==> src/rtl/irq_dispatch_pkg.sv <==
// Shared types and helpers for the interrupt dispatch Wishbone initiator.
package irq_dispatch_pkg;

  typedef enum logic [2:0] {
    IDLE,
    RD,
    DEC,
    VEC,
    WR,
    HOLD
  } state_e;

  localparam logic [1:0] WB_SEL_ALL = 2'b11;
  localparam int unsigned CNT_W     = 8;
  localparam int unsigned VEC_W     = 4;

  // Clear-write data: every bit set except the source being acknowledged.
  function automatic logic [15:0] clr_mask(input logic [VEC_W-1:0] idx);
    logic [15:0] m;
    m      = '1;
    m[idx] = 1'b0;
    return m;
  endfunction

endpackage

==> src/rtl/irq_prio_enc.sv <==
// Lowest-index-wins priority encoder over NIRQ request lines.
module irq_prio_enc
  import irq_dispatch_pkg::*;
#(
  parameter int unsigned NIRQ = 5
) (
  input  logic [NIRQ-1:0]  req_i,
  output logic             found_o,
  output logic [VEC_W-1:0] idx_o
);

  // Scan from the top down so the lowest set index is the last one written.
  always_comb begin
    found_o = 1'b0;
    idx_o   = '0;
    for (int unsigned i = NIRQ; i > 0; i--) begin
      if (req_i[i-1]) begin
        found_o = 1'b1;
        idx_o   = VEC_W'(i - 1);
      end
    end
  end

endmodule

==> src/rtl/irq_dispatch_wbm.sv <==
// Wishbone initiator that reads the interrupt controller's pending register,
// hands the lowest-index source to the CPU as a vector, then clears only that
// source. Optional per-source masking is enabled by IRQ_DISPATCH_MASK_EN.
module irq_dispatch_wbm
  import irq_dispatch_pkg::*;
#(
  parameter int unsigned NIRQ        = 5,
  parameter int unsigned HOLDOFF     = 2,
  parameter int unsigned ACK_TIMEOUT = 15
) (
  input  logic             clk_i,
  input  logic             rst_ni,
  input  logic             irq_i,
  input  logic [15:0]      wbm_dat_i,
  input  logic             wbm_ack_i,
  output logic [15:0]      wbm_dat_o,
  output logic [1:0]       wbm_sel_o,
  output logic             wbm_we_o,
  output logic             wbm_cyc_o,
  output logic             wbm_stb_o,
  output logic             vec_valid_o,
  output logic [3:0]       vec_o,
  input  logic             vec_ack_i,
`ifdef IRQ_DISPATCH_MASK_EN
  input  logic [NIRQ-1:0]  irq_mask_i,
`endif
  output logic             busy_o,
  output logic             err_o,
  output logic             spurious_o
);

  // A zero holdoff/timeout still spends one cycle in the counting state.
  localparam logic [CNT_W-1:0] TO_LAST   = CNT_W'((ACK_TIMEOUT > 0) ? ACK_TIMEOUT - 1 : 0);
  localparam logic [CNT_W-1:0] HOLD_LAST = CNT_W'((HOLDOFF > 0) ? HOLDOFF - 1 : 0);

  state_e            state_q, state_d;
  logic [NIRQ-1:0]   pend_q, pend_d;
  logic [CNT_W-1:0]  cnt_q, cnt_d;
  logic              cyc_q, cyc_d;
  logic              stb_q, stb_d;
  logic              we_q, we_d;
  logic [1:0]        sel_q, sel_d;
  logic [15:0]       dat_q, dat_d;
  logic              vv_q, vv_d;
  logic [VEC_W-1:0]  vec_q, vec_d;
  logic              busy_q, busy_d;
  logic              err_q, err_d;
  logic              spur_q, spur_d;

  logic [NIRQ-1:0]   serviceable;
  logic              found;
  logic [VEC_W-1:0]  idx;

  // Upper read-data bits beyond NIRQ carry no sources.
  logic unused_ok;
  assign unused_ok = ^wbm_dat_i;

`ifdef IRQ_DISPATCH_MASK_EN
  assign serviceable = pend_q & ~irq_mask_i;
`else
  assign serviceable = pend_q;
`endif

  irq_prio_enc #(
    .NIRQ (NIRQ)
  ) u_enc (
    .req_i   (serviceable),
    .found_o (found),
    .idx_o   (idx)
  );

  // Next-state and registered-output logic for the dispatch sequence.
  always_comb begin
    state_d = state_q;
    pend_d  = pend_q;
    cnt_d   = cnt_q;
    cyc_d   = cyc_q;
    stb_d   = stb_q;
    we_d    = we_q;
    sel_d   = sel_q;
    dat_d   = dat_q;
    vv_d    = vv_q;
    vec_d   = vec_q;
    err_d   = 1'b0;
    spur_d  = 1'b0;

    unique case (state_q)
      IDLE: begin
        if (irq_i) begin
          state_d = RD;
          cyc_d   = 1'b1;
          stb_d   = 1'b1;
          we_d    = 1'b0;
          sel_d   = WB_SEL_ALL;
          cnt_d   = '0;
        end
      end
      RD: begin
        if (wbm_ack_i) begin
          pend_d  = wbm_dat_i[NIRQ-1:0];
          cyc_d   = 1'b0;
          stb_d   = 1'b0;
          sel_d   = '0;
          state_d = DEC;
        end else if (cnt_q == TO_LAST) begin
          cyc_d   = 1'b0;
          stb_d   = 1'b0;
          sel_d   = '0;
          err_d   = 1'b1;
          cnt_d   = '0;
          state_d = HOLD;
        end else begin
          cnt_d = cnt_q + 1'b1;
        end
      end
      DEC: begin
        if (found) begin
          vec_d   = idx;
          vv_d    = 1'b1;
          state_d = VEC;
        end else begin
          spur_d  = 1'b1;
          cnt_d   = '0;
          state_d = HOLD;
        end
      end
      VEC: begin
        if (vec_ack_i) begin
          vv_d    = 1'b0;
          cyc_d   = 1'b1;
          stb_d   = 1'b1;
          we_d    = 1'b1;
          sel_d   = WB_SEL_ALL;
          dat_d   = clr_mask(vec_q);
          cnt_d   = '0;
          state_d = WR;
        end
      end
      WR: begin
        if (wbm_ack_i || (cnt_q == TO_LAST)) begin
          cyc_d   = 1'b0;
          stb_d   = 1'b0;
          we_d    = 1'b0;
          sel_d   = '0;
          dat_d   = '0;
          err_d   = ~wbm_ack_i;
          cnt_d   = '0;
          state_d = HOLD;
        end else begin
          cnt_d = cnt_q + 1'b1;
        end
      end
      HOLD: begin
        if (cnt_q == HOLD_LAST) begin
          state_d = IDLE;
        end else begin
          cnt_d = cnt_q + 1'b1;
        end
      end
      default: state_d = IDLE;
    endcase

    busy_d = (state_d != IDLE);
  end

  // State and output registers; reset drops the bus cycle immediately.
  always_ff @(posedge clk_i or negedge rst_ni) begin
    if (!rst_ni) begin
      state_q <= IDLE;
      pend_q  <= '0;
      cnt_q   <= '0;
      cyc_q   <= 1'b0;
      stb_q   <= 1'b0;
      we_q    <= 1'b0;
      sel_q   <= '0;
      dat_q   <= '0;
      vv_q    <= 1'b0;
      vec_q   <= '0;
      busy_q  <= 1'b0;
      err_q   <= 1'b0;
      spur_q  <= 1'b0;
    end else begin
      state_q <= state_d;
      pend_q  <= pend_d;
      cnt_q   <= cnt_d;
      cyc_q   <= cyc_d;
      stb_q   <= stb_d;
      we_q    <= we_d;
      sel_q   <= sel_d;
      dat_q   <= dat_d;
      vv_q    <= vv_d;
      vec_q   <= vec_d;
      busy_q  <= busy_d;
      err_q   <= err_d;
      spur_q  <= spur_d;
    end
  end

  assign wbm_cyc_o   = cyc_q;
  assign wbm_stb_o   = stb_q;
  assign wbm_we_o    = we_q;
  assign wbm_sel_o   = sel_q;
  assign wbm_dat_o   = dat_q;
  assign vec_valid_o = vv_q;
  assign vec_o       = vec_q;
  assign busy_o      = busy_q;
  assign err_o       = err_q;
  assign spurious_o  = spur_q;

endmodule

==> config.mk <==
export PLATFORM = sky130hd
export DESIGN_NAME = irq_dispatch_wbm
export DESIGN_NICKNAME = d
export VERILOG_FILES = /design/src/rtl/irq_dispatch_pkg.sv /design/src/rtl/irq_prio_enc.sv /design/src/rtl/irq_dispatch_wbm.sv
export SDC_FILE = /design/constraint.sdc
export NUM_CORES = 1
export LEC_CHECK = 0
export CAP_MARGIN = 20
export CORE_AREA = 2 2 68 70
export DETAILED_ROUTE_END_ITERATION = 6
export DIE_AREA = 0 0 70 72
export PLACE_DENSITY = 0.8
export SETUP_SLACK_MARGIN = 0.3
export SYNTH_ARGS = -nofsm -noshare
export SYNTH_HDL_FRONTEND = slang
export SYNTH_HIERARCHICAL = 1
export SYNTH_SLANG_ARGS = --single-unit
==> constraint.sdc <==
create_clock -name clk_i -period 2.7 [get_ports clk_i]
set_clock_uncertainty 0.1 [all_clocks]
set_input_delay 0.54 -clock clk_i [delete_from_list [all_inputs] [get_ports clk_i]]
set_output_delay 0.54 -clock clk_i [all_outputs]
set_load 0.02 [all_outputs]
==> results.py, run 1 <==
metrics = {
    "run_status": {
        "status": "finished clean",
    },
    "synthesis": {
        "synth_seq_cells": 42,
        "syn-cell-area_um2": 2071,
        "yosysTopAreaCellShare": 0.5076,
        "yosysSeqAreaShare": 0.5076,
        "netlist_instances": 206,
        "synth_edf_count": 0,
        "synth_area_leaders": "dfrtp_1 51%, a21oi_1 6.0%, mux2_2 4.9%",
        "avgSynthCellArea_um2": 10.05,
        "syn-num-nets": 230,
        "synth-main-ff-cell": "dfrtp_1",
        "ys_types": 44,
        "yosysTopAreaCell": "dfrtp_1",
        "async_flop_share": 1.000,
        "yosysWarnings": 6,
    },
    "floorplan": {
        "core_um2": 4264,
        "rows": 24,
        "die_w_um": 70,
        "ios": 50,
        "initial_core_util": 0.4856,
        "dieArea_um2": 5040,
        "dieHeight_um": 72,
    },
    "timing": {
        "fin_crit_ns": 2.273,
        "rsz0062_at_grt": "false",
        "maxSlewViolCount": 0,
        "max_freq_ghz": 0.4400,
        "setup_tns_ns": 0,
        "tightest_slew_ns": 0.9007,
        "post-route-period-util": 0.8418,
        "maxSlewHeadroom": 0.3995,
        "hold_viol": 0,
        "finalSetupViolCount": 0,
    },
    "run": {
        "maxCapViolCount": 0,
    },
    "global_routing": {
        "grtUsageTotal": 0.1770,
        "grt_max_degree": 43,
        "grt-ovfl-total": 0,
        "antenna_found_initial": 0,
        "grt_pass1_wl_um": 7224,
        "grt_pass1_vias": 1559,
    },
    "clock_network": {
        "cts_tree": "built",
        "cts_buffers": 5,
        "cts_max_level": 2,
        "clkSinkCount": 42,
        "insertion_delay_ns": 0.30,
        "hold_buffers": 0,
        "path_clk_slew_ns": 0.09,
        "cts-root-buf": "clkbuf_8",
        "ctsLongestPathBuffers": 2,
    },
    "drt": {
        "vias": 1688,
        "drtIter0Drc": 172,
        "routedWlPerCell_um": 14.17,
        "postRouteAntennaNets": 0,
        "drtPass1Iterations": 5,
        "post-route-drc-count": 0,
        "via_per_inst": 5.608,
        "drt-total-wl_um": 4266,
    },
    "finish": {
        "post_route_cells_drive_above_1_share": 0.1526,
        "area_growth_pct": 27.19,
        "diodes": 0,
        "final_area_um2": 2634,
        "nNetsFinal": 272,
    },
    "worst_setup_path": {
        "critPathKind": "flip-flop to flip-flop",
        "endpoint_kind": "flip-flop",
        "worst_setup_path_start_kind": "flip-flop",
        "crit_start": "pend_q[3]$_DFFE_PN0P_",
        "crit_fanout": 8,
        "crit_path_end": "cnt_q[7]$_DFFE_PN0P_",
        "r2r-start": "pend_q[3]$_DFFE_PN0P_",
        "ff2ff_setup_slack_ns": 0.43,
        "reg2regPathDepth": 8,
        "rr_endpoint": "cnt_q[7]$_DFFE_PN0P_",
        "critPathArrivalTime_ns": 2.36,
        "cp.required_ns": 2.78,
    },
    "pwr": {
        "leakage_uw": 0.001137,
        "switching_share": 0.2318,
        "p_seq_frac": 0.583,
        "power_frac_comb": 0.030,
        "peakVddDrop_uv": 286.2,
        "p_per_area_nw_per_um2": 408.9,
        "internal_power_uw": 827.4,
        "p_clk_frac": 0.387,
        "p_switching_uw": 249.6,
    },
    "place": {
        "port_buffers": 38,
        "placed_area_um2": 2495,
        "hpwl_um": 2940,
        "gp_congestion": 0.8429,
    },
    "hold_path": {
        "hold_path_class": "input pin to async pin",
    },
}
-- power groups by stage --
stage          combinational [uW]  clock (uW)  sequential [uW]
3_5_place_dp                 33.1           0              641
6_report                     32.2         416              628
5_1_grt                      37.6         451              628
4_1_cts                      33.2         429              628
2_1_floorplan                6.15           0              641
3_3_place_gp                 32.8           0              641
-- worst max-delay path, stage by stage, from the launching register on --
cell and delay [ns]:
dfrtp_2 0.44, nor4_4 0.28, nand2b_1 0.11, nor2b_1 0.15
o21ai_1 0.14, or4b_4 0.50, buf_6 0.16, a22oi_2 0.19
o41ai_2 0.09
-- cell usage after synthesis (3+ instances only) --
master / n
inv_1: 9
nand2_1: 12
o21ai_0: 12
a41oi_1: 6
nor2b_1: 6
or3_1: 4
nor2_1: 11
a31oi_1: 10
nand2b_1: 5
nand3_1: 5
ha_1: 3
nor3_1: 3
a21oi_1: 25
dfrtp_1: 42
clkbuf_1: 7
buf_4: 4
mux2_2: 9
-- worst min path at each step --
| stage | start | endpoint | slack (ns) |
|---|---|---|---|
| after floorplan | rst_ni | busy_o$_DFF_PN0_ | 0.14 |
| after global placement | pend_q[4]$_DFFE_PN0P_ | pend_q[4]$_DFFE_PN0P_ | 0.40 |
| after detailed placement | pend_q[4]$_DFFE_PN0P_ | pend_q[4]$_DFFE_PN0P_ | 0.40 |
| after CTS | rst_ni | cnt_q[0]$_DFFE_PN0P_ | 0.29 |
| after global routing | rst_ni | cnt_q[0]$_DFFE_PN0P_ | 0.34 |
| final | rst_ni | cnt_q[0]$_DFFE_PN0P_ | 0.26 |
-- sequential cells by signal, indices dropped and copies added (netlist names) --
register     count
busy_o           1
cnt_q            8
err_o            1
pend_q           5
spurious_o       1
state_q          3
vec_o            4
vec_valid_o      1
wbm_dat_o       16
wbm_sel_o        1
wbm_we_o         1
-- cells by family (layout without fill, tap and decap cells) --
| kind of cell | after synthesis | in the layout | share of synthesized area |
|---|---|---|---|
| other cells | 1 | 1 | 0.001811 |
| compound gates | 67 | 67 | 0.2024 |
| mux | 9 | 9 | 0.04894 |
| simple gates | 62 | 62 | 0.1710 |
| flops | 42 | 42 | 0.5076 |
| fa+ha+maj | 3 | 3 | 0.01813 |
| xor+xnor | 1 | 1 | 0.004230 |
| buf+inv | 21 | 64 | 0.04592 |
-- what timing repair did --
item                       4_1_cts  5_1_grt
setup endpoints to repair        3        7
gates cloned                     0        0
pin swaps                        0        2
gates resized for setup          2        5
hold endpoints to repair         0        0
buffers inserted                 1        2
-- cells in the final DEF (no fill, tap or decap), types with 2 or more instances in the layout --
master and n:
and2_1 2, o21ai_0 11, or2_2 2, nand2b_1 5
nand2_1 12, a21oi_1 25, inv_1 9, nand3_1 5
or3_1 4, buf_4 8, o211ai_1 2, clkbuf_8 5
nor2_1 11, clkdlybuf4s50_1 37, ha_1 3, dfrtp_2 2
clkinvlp_4 2, o22ai_1 2, nor2b_1 6, a31oi_1 10
nand3b_1 2, mux2_2 9, dfrtp_1 40, nor3_1 3
a41oi_1 6
-- stage by stage --
step / worst slack, ns / hold WS [ns] / utilization / total power, uW / instances
after floorplan: 0.4291 / 0.1444 / - / 647.3 / 206
after detailed placement: 0.1885 / 0.4032 / 0.5851 / 674.0 / 290
final: 0.4272 / 0.2621 / 0.6177 / 1077 / 301
after global routing: 0.3051 / 0.3433 / 0.6177 / 1117 / 301
after CTS: 0.3125 / 0.2940 / 0.6115 / 1091 / 299
after global placement: 0.1924 / 0.3986 / 0.5851 / 673.7 / 290
-- routing by layer --
| metal | vias up | wire, um | global-route usage |
|---|---|---|---|
| met3 | 5 | 140 | 0.03472 |
| met5 | - | 0 | 0 |
| met2 | 32 | 2115 | 0.2825 |
| li1 | 834 | - | - |
| met1 | 817 | 1952 | 0.2423 |
| met4 | 0 | 58 | 0.06624 |
-- cell type report --
cell class	count	area (um^2)
Sequential cell	42	1054
Multi-Input combinational cell	143	942.2
Tap cell	52	65.06
Clock buffer	5	68.82
Fill cell	377	1630
Inverter	9	33.78
Timing Repair Buffer	47	446.7
Clock inverter	3	23.77
(Power assumes the default switching activity.)
==> inputs of run 2 (changes only) <==
==> constraint.sdc (replaced) <==
create_clock -name clk_i -period 2.3 [get_ports clk_i]
set_clock_uncertainty 0.1 [all_clocks]
set_input_delay 0.46 -clock clk_i [delete_from_list [all_inputs] [get_ports clk_i]]
set_output_delay 0.46 -clock clk_i [all_outputs]
set_load 0.02 [all_outputs]
==> results.py, run 2 (same netlist as run 1, synthesis figures left out) <==
metrics = {
    "run_status": {
        "status": "finished clean",
    },
    "finish": {
        "final_cell_mix": "41 x dfrtp_1, 33 x clkdlybuf4s50_1, 23 x buf_4",
        "nNetsFinal": 287,
        "mostFrequentLayoutCell": "dfrtp_1",
        "area_growth_pct": 35.77,
        "largest_reg_flops": 16,
        "post_route_cells_drive_above_1_share": 0.2273,
        "diodes": 0,
    },
    "worst_setup_path": {
        "crit_fanout": 6,
        "worst_setup_path_start_kind": "flip-flop",
        "endpoint_kind": "flip-flop",
        "critPathArrivalTime_ns": 2.30,
        "critPathSlowestCell": "or4b_4",
        "rr_endpoint": "cnt_q[2]$_DFFE_PN0P_",
        "r2r-start": "pend_q[3]$_DFFE_PN0P_",
        "reg2regPathDepth": 8,
        "ff2ff_setup_slack_ns": 0.06,
        "critPathKind": "flip-flop to flip-flop",
        "crit_chain": "nor4_4 > nand2b_1 > nor2b_4 > o21ai_1 > or4b_4 > buf_4 > nand2_1 > o311ai_4",
        "cp.required_ns": 2.37,
        "max_stage_delay_ns": 0.51,
    },
    "timing": {
        "tightest_slew_ns": 0.5202,
        "holdWs_ns": 0.1163,
        "finalSetupViolCount": 0,
        "fin_crit_ns": 2.236,
        "maxSlewViolCount": 0,
        "setup_tns_ns": 0,
        "rsz0062_at_grt": "true",
        "post-route-period-util": 0.9724,
        "maxSlewHeadroom": 0.6532,
        "hold_viol": 0,
        "max_freq_ghz": 0.4471,
    },
    "pwr": {
        "p_per_area_nw_per_um2": 486.7,
        "finalPower_uw": 1368,
        "leakage_uw": 0.001264,
        "peakVddDrop_uv": 267.7,
    },
    "floorplan": {
        "core_um2": 4264,
        "initial_core_util": 0.4856,
        "dieHeight_um": 72,
        "die_w_um": 70,
        "dieArea_um2": 5040,
        "ios": 50,
        "rows": 24,
    },
    "global_routing": {
        "grt-ovfl-total": 0,
        "grt_max_degree": 43,
        "antenna_found_initial": 0,
        "grt_pass1_wl_um": 7521,
        "grtUsageTotal": 0.1839,
        "grt_pass1_vias": 1645,
    },
    "clock_network": {
        "path_clk_slew_ns": 0.08,
        "cts-root-buf": "clkbuf_8",
        "ctsLongestPathBuffers": 2,
        "clkSinkCount": 42,
        "cts_buffers": 5,
        "insertion_delay_ns": 0.29,
        "hold_buffers": 0,
        "cts_max_level": 2,
        "cts_tree": "built",
    },
    "drt": {
        "drt-total-wl_um": 4586,
        "highest_layer": "met4",
        "postRouteAntennaNets": 0,
        "drtIter0Drc": 155,
        "post-route-drc-count": 0,
        "met3_length_um": 204,
        "wl_met2_um": 2295,
        "routedLengthMet1_um": 2038,
        "drtPass1Iterations": 4,
        "via_per_inst": 5.620,
        "vias": 1776,
        "routedWlPerCell_um": 14.51,
    },
    "place": {
        "port_buffers": 38,
        "hpwl_um": 2964,
        "gp_congestion": 0.8125,
    },
    "run": {
        "maxCapViolCount": 0,
    },
    "hold_path": {
        "hold_path_class": "input pin to async pin",
    },
}
## run 2: cell types whose count changed in the layout (fill, tap and decap cells not counted), sizes merged
cell,delta
buf,+15
clkdlybuf4s50,-4
dlygate4sd2,+4
clkinvlp,-2
bufinv,+1
clkinv,+1
## run 2: timing repair
| item | in CTS | in global routing |
|---|---|---|
| pin swaps | 4 | 4 |
| cloned | 0 | 1 |
| gates resized for setup | 7 | 15 |
| buffers inserted | 3 | 2 |
| endpoints found under the setup margin | 31 | 28 |
## run 2: per-layer routing
layer,global-route usage,up-vias
met2,0.3005,49
met4,0.05983,0
li1,-,868
met3,0.03194,5
met1,0.2520,854
met5,0,-
## run 2: final cells by class
cell class                 count  area, um^2
clock buffer                   5       68.82
clock inverter                 3       43.79
fill                         344        1453
inverter                       9       33.78
multi-input combinational    143       993.5
sequential                    42        1052
tap                           52       65.06
timing repair buffer          62       554.3
## run 2: worst max-delay path, delay by kind of cell (launching register included)
kind | cells | cell delay [ns]
and+or+nand+nor | 5 | 1.19
DFF | 1 | 0.42
AOI/OAI and AO/OA | 2 | 0.22
buffers and inverters | 1 | 0.18
## run 2: worst max path at each step
stage / startpoint / endpoint / slack, ns / cells past startpoint
6_report: pend_q[3]$_DFFE_PN0P_ / cnt_q[2]$_DFFE_PN0P_ / 0.06 / 8
5_1_grt: pend_q[3]$_DFFE_PN0P_ / cnt_q[6]$_DFFE_PN0P_ / -0.10 / 7
4_1_cts: pend_q[0]$_DFFE_PN0P_ / cnt_q[2]$_DFFE_PN0P_ / 0.07 / 7
3_5_place_dp: vec_ack_i / cnt_q[2]$_DFFE_PN0P_ / -0.13 / 6
3_3_place_gp: vec_ack_i / cnt_q[2]$_DFFE_PN0P_ / -0.1 / 6
2_1_floorplan: pend_q[3]$_DFFE_PN0P_ / cnt_q[2]$_DFFE_PN0P_ / 0.12 / 8
## run 2: metrics by stage
stage,setup slack [ns],instance area [um^2],instances,utilization
2_1_floorplan,0.1227,2077,206,-
3_3_place_gp,-0.09680,2585,302,0.6062
3_5_place_dp,-0.1321,2585,302,0.6062
4_1_cts,0.06746,2731,313,0.6406
5_1_grt,-0.1003,2811,316,0.6593
6_report,0.06354,2811,316,0.6593
## run 2: power breakdown
| group | internal, uW | total (uW) | switching [uW] |
|---|---|---|---|
| Clock | 325 | 587 | 262 |
| Combinational | 20.9 | 43.5 | 22.6 |
| Sequential | 738 | 738 | 0 |
==> inputs of run 3 (changes only) <==
--- a/config.mk
+++ b/config.mk
@@ -9,6 +9,7 @@
 export CORE_AREA = 2 2 68 70
 export DETAILED_ROUTE_END_ITERATION = 6
 export DIE_AREA = 0 0 70 72
+export GPL_ROUTABILITY_DRIVEN = 0
 export PLACE_DENSITY = 0.8
 export SETUP_SLACK_MARGIN = 0.3
 export SYNTH_ARGS = -nofsm -noshare
==> results of run 3 <==
Same layout as run 2: the final DEF is identical, and so are final timing and power.
